### config.mk
export PLATFORM = sky130hd
export DESIGN_NAME = alu_cmd_sequencer
export DESIGN_NICKNAME = d
export VERILOG_FILES = /design/src/rtl/alu_cmd_sequencer.sv
export SDC_FILE = /design/constraint.sdc
export NUM_CORES = 1
export LEC_CHECK = 0
export CAP_MARGIN = 15
export CORE_AREA = 2 2 99 101
export CTS_CLUSTER_SIZE = 16
export DETAILED_ROUTE_END_ITERATION = 12
export DIE_AREA = 0 0 101 103
export GPL_ROUTABILITY_DRIVEN = 0
export GPL_TIMING_DRIVEN = 0
export PLACE_DENSITY_LB_ADDON = 0.08
export SYNTH_ARGS = -nofsm -noshare
export SYNTH_HDL_FRONTEND = slang
export SYNTH_SLANG_ARGS = --single-unit
### constraint.sdc
create_clock -name clk -period 2.15 [get_ports clk]
set_input_delay 0.43 -clock clk [delete_from_list [all_inputs] [get_ports clk]]
set_output_delay 0.43 -clock clk [all_outputs]
set_load 0.005 [all_outputs]
### src/rtl/alu_cmd_sequencer.sv
// rtl/alu_cmd_sequencer.sv - command FIFO feeding an external ALU through an IDLE/ISSUE/CAPTURE/RESP sequencer
module alu_cmd_sequencer #(
  parameter int WIDTH = 8,
  parameter int DEPTH = 4
) (
  input  logic                     clk,
  input  logic                     rst,
  input  logic                     cmd_valid,
  output logic                     cmd_ready,
  input  logic [WIDTH-1:0]         cmd_a,
  input  logic [WIDTH-1:0]         cmd_b,
  input  logic [2:0]               cmd_op,
  output logic [WIDTH-1:0]         alu_a,
  output logic [WIDTH-1:0]         alu_b,
  output logic [2:0]               alu_opt,
  output logic                     alu_load,
  input  logic [WIDTH-1:0]         alu_dout,
  output logic                     res_valid,
  input  logic                     res_ready,
  output logic [WIDTH-1:0]         res_data,
  output logic [2:0]               res_op,
  output logic                     busy,
  output logic [$clog2(DEPTH):0]   fifo_count
);

  localparam int AW = $clog2(DEPTH);
  localparam int CW = AW + 1;
  localparam int EW = 3 + 2 * WIDTH;

  typedef enum logic [1:0] {
    IDLE    = 2'd0,
    ISSUE   = 2'd1,
    CAPTURE = 2'd2,
    RESP    = 2'd3
  } state_t;

  state_t         state_q, state_d;

  logic [EW-1:0]  mem_q [DEPTH];
  logic [AW-1:0]  wr_ptr_q, rd_ptr_q;
  logic [CW-1:0]  count_q;

  logic [2:0]       hold_op_q;
  logic [WIDTH-1:0] hold_a_q, hold_b_q;

  logic             res_valid_q;
  logic [WIDTH-1:0] res_data_q;
  logic [2:0]       res_op_q;

  logic           push, pop, capture, release_res;
  logic [EW-1:0]  head;

  // cmd_ready depends only on registered occupancy, so no input reaches it combinationally
  assign cmd_ready  = (count_q < CW'(DEPTH));
  assign push       = cmd_valid & cmd_ready;
  assign head       = mem_q[rd_ptr_q];

  assign fifo_count = count_q;
  assign busy       = (state_q != IDLE);
  assign alu_a      = hold_a_q;
  assign alu_b      = hold_b_q;
  assign alu_opt    = hold_op_q;
  assign res_valid  = res_valid_q;
  assign res_data   = res_data_q;
  assign res_op     = res_op_q;

  // Next-state and strobe decode for the sequencer
  always_comb begin
    state_d     = state_q;
    pop         = 1'b0;
    capture     = 1'b0;
    release_res = 1'b0;
    alu_load    = 1'b0;
    case (state_q)
      IDLE: begin
        if (count_q != '0) begin
          pop     = 1'b1;
          state_d = ISSUE;
        end
      end
      ISSUE: begin
        alu_load = 1'b1;
        state_d  = CAPTURE;
      end
      CAPTURE: begin
        capture = 1'b1;
        state_d = RESP;
      end
      RESP: begin
        if (res_ready) begin
          release_res = 1'b1;
          state_d     = IDLE;
        end
      end
      default: state_d = IDLE;
    endcase
  end

  // Sequencer state register
  always_ff @(posedge clk) begin
    if (rst) state_q <= IDLE;
    else     state_q <= state_d;
  end

  // FIFO storage; entries are {op, a, b}, contents need no reset since count gates them
  always_ff @(posedge clk) begin
    if (!rst && push) mem_q[wr_ptr_q] <= {cmd_op, cmd_a, cmd_b};
  end

  // FIFO pointers wrap naturally at DEPTH (power of two); push+pop keeps the count
  always_ff @(posedge clk) begin
    if (rst) begin
      wr_ptr_q <= '0;
      rd_ptr_q <= '0;
      count_q  <= '0;
    end else begin
      if (push) wr_ptr_q <= wr_ptr_q + AW'(1);
      if (pop)  rd_ptr_q <= rd_ptr_q + AW'(1);
      case ({push, pop})
        2'b10:   count_q <= count_q + CW'(1);
        2'b01:   count_q <= count_q - CW'(1);
        default: count_q <= count_q;
      endcase
    end
  end

  // Hold registers keep the ALU inputs steady from ISSUE through CAPTURE
  always_ff @(posedge clk) begin
    if (rst) begin
      hold_op_q <= '0;
      hold_a_q  <= '0;
      hold_b_q  <= '0;
    end else if (pop) begin
      hold_op_q <= head[EW-1 -: 3];
      hold_a_q  <= head[2*WIDTH-1 -: WIDTH];
      hold_b_q  <= head[WIDTH-1:0];
    end
  end

  // Result register: loaded in CAPTURE, held through RESP until downstream takes it
  always_ff @(posedge clk) begin
    if (rst) begin
      res_valid_q <= 1'b0;
      res_data_q  <= '0;
      res_op_q    <= '0;
    end else if (capture) begin
      res_valid_q <= 1'b1;
      res_data_q  <= alu_dout;
      res_op_q    <= hold_op_q;
    end else if (release_res) begin
      res_valid_q <= 1'b0;
    end
  end

endmodule
==> results by group <==
Run status
  – Status: complete, no violations

Pwr
  – PwrDens: 1240 nW/um^2
  – VDD IR-drop max: 525 uV
  – P_leak: 2.01 nW

Placed design
  – Setup Slack @ Placement: -0.656 ns
  – DP HPWL: 4770 microns
  – Port Buffers: 66
  – Post-DP Area: 5170 sq um

Drt
  – DRT iter0 DRCs: 75
  – Met3 wire length: 486 microns
  – DR vias: 2356
  – DRT Wirelength: 7840 microns
  – DR DRC count: 0
  – Top sig layer: met4
  – Drt wl/cell: 17.0 microns
  – WL met2: 3780 microns
  – DR pass1 iterations: 4
  – DR vias/cell: 5.11
  – Routed Antenna Nets: 0
  – M1 wire length: 3480 microns

Clocking
  – Clock Pin Slew Worst Setup and Hold Paths: 0.05 ns
  – CTS tree: yes
  – Clock root cell: clkbuf_8
  – Hold Buf Count CTS: 0
  – CTS H-tree depth: 4
  – Clock buffer depth: 2
  – Worst skew pair latency: 0.50 ns
  – Clock sinks: 116
  – Number of buffers created by CTS: 17

Finish
  – Antenna Cells: 0
  – Most frequent cells in the layout: edfxtp_1 (76), clkdlybuf4s50_1 (65), dfxtp_1 (38)
  – Share of post-route cells with drive strength above 1: 19.6%
  – Fin nets: 376
  – Commonest non-fill, non-tap cell in the layout: edfxtp_1
  – Post-route cell area: 5750 sq um
  – Area Growth Syn to Fin: 31.8%

Synthesis
  – Synth Flop Type: edfxtp_1
  – Post-synth EDFFs: 76
  – Cell variety after synth: 30
  – Yosys Warn Count: 0
  – Sequential fraction of the synthesis area: 70.6%
  – Mapped Nets: 290
  – Mean Syn Cell Area: 17.6 sq um
  – Async set-reset flop share out of synthesis: 0%
  – Synthesized area: 4370 sq um
  – Post-Synthesis Cells: 248
  – Flops & latches, synth: 116

Timing
  – Worst-margin pin slew: 0.716 ns
  – Unrepaired setup endpoints after global routing: false
  – Tcrit/Tclk final: 93.6%
  – Max-slew headroom: 52.3%
  – Slack of the critical path: 0.137 ns
  – Layout Skew: 0.00742 ns
  – Min Hold Slack: 0.391 ns
  – Final Setup Violations: 0
  – Max Freq: 0.497 GHz
  – Period minus WS final: 2.01 ns
  – Fin. Hold Viols: 0
  – Slew Viols, Final: 0

Flow run
  – # Max-Cap Violations: 0

Floorplanning
  – Die H: 103 microns
  – Initial Util: 46.2%
  – DIE AREA: 10400 sq um
  – Core area: 9460 sq um
  – Top Ports: 68
  – FP Rows: 36
  – Die Span X: 101 microns

Critical path
  – Crit path required time: 2.58 ns
  – Setup CP Type: flip-flop to flip-flop
  – CP Capture Type: flip-flop
  – CP Launch Type: flip-flop
  – Data arrival, critical path: 2.44 ns
  – Crit-path max FO: 8

Worst hold path
  – Hold WC Path Type: input port to flip-flop

GRT
  – Total grt overflow: 0
  – Largest net degree at the start of global routing: 20
  – Vias in the first global route: 2305
  – Initial antenna violation count: 0
  – Overall Global Routing Usage: 16.0%
  – First-pass GRT wire length: 11900 microns
-- routing by layer --
| layer | vias to the layer above | global-route usage, % |
|---|---|---|
| met5 | - | 0 |
| met2 | 75 | 24.9 |
| met4 | 0 | 6.24 |
| met3 | 10 | 5.76 |
| met1 | 1145 | 20.6 |
| li1 | 1126 | - |
-- synth_stat cells (2+ instances only) --
master	number	area, sq um
mux2i_1	12	120
a22o_1	19	166
a21oi_1	5	25.0
buf_6	3	33.8
dfxtp_1	40	801
nand2_1	3	11.3
nor2b_1	2	12.5
nor2_1	20	75.1
clkbuf_1	4	15.0
ha_1	10	125
edfxtp_1	76	2280
and2_1	4	25.0
buf_2	2	10.0
mux4_2	19	428
inv_1	10	37.5
nand2b_1	2	12.5
xor2_1	3	26.3
xnor2_1	2	17.5
-- where the power goes --
part / switching, W / internal (W) / total (W)
registers: 0.000207 / 0.00274 / 0.00294
logic: 0.000688 / 0.000982 / 0.00167
clock network: 0.000923 / 0.00161 / 0.00253
total: 0.00182 / 0.00533 / 0.00715
-- timing repair --
| action | in CTS | in global routing |
|---|---|---|
| resized for setup | 11 | 2 |
| pin swaps | 0 | 0 |
| endpoints found under the setup margin | 78 | 2 |
| buffers inserted | 0 | 1 |
-- cells by family after synthesis --
group	Yosys count	share of synthesized area [%]
XOR/XNOR	5	1.00
flip-flops	116	70.6
AND/OR/NAND/NOR	35	4.33
AO/OA/AOI/OAI	29	5.53
multiplexers	31	12.6
adder cells (fa/ha/maj)	11	3.32
buffers and inverters	21	2.64
-- worst paths after layout --
| kind | to | cells after the start | from | slack, ns |
|---|---|---|---|---|
| worst max-delay path | fifo_count[2] | 8 | fifo_count[2] | 0.14 |
| worst min-delay path | state_q[0] | 3 | rst | 0.39 |
| worst max register to register | fifo_count[2] | 8 | fifo_count[2] | 0.14 |
| worst min register to register | alu_b[2] | 1 | alu_b[2] | 0.48 |
-- sequential cells by signal, indices dropped and copies added (netlist names) --
| name | cells |
|---|---|
| mem_q | 76 |
| wr_ptr_q | 2 |
| state_q | 2 |
| res_op | 3 |
| alu_a | 8 |
| fifo_count | 3 |
| res_valid | 1 |
| alu_b | 8 |
| alu_opt | 3 |
| rd_ptr_q | 2 |
| res_data | 8 |
-- metrics by stage --
| stage | TNS [ns] | cells | util, % | power [W] |
|---|---|---|---|---|
| floorplan | 0 | 248 | - | 0.00388 |
| global placement | -46.38 | 428 | 54.6 | 0.00462 |
| detailed placement | -48.36 | 428 | 54.6 | 0.00464 |
| CTS | 0 | 460 | 60.7 | 0.00722 |
| global route | 0 | 461 | 60.8 | 0.00752 |
| finish | 0 | 461 | 60.8 | 0.00715 |
-- critical path, cell delays in order, from the launching register on --
cell and delay [ns]:
dfxtp_1 0.47, nor2b_1 0.15, inv_1 0.12, ha_1 0.18, inv_1 0.06, fa_1 0.37, xor2_1 0.16, or3_1 0.30
a21oi_1 0.14
-- cell type report --
cell class / instances / area (sq um)
Fill cell: 740 / 3710
Sequential cell: 116 / 3090
Multi-Input combinational cell: 111 / 1180
Timing Repair Buffer: 67 / 671
Clock buffer: 25 / 507
Tap cell: 114 / 143
Buffer: 11 / 77.6
Clock inverter: 7 / 43.8
Inverter: 10 / 37.5
(Power assumes the default switching activity.)
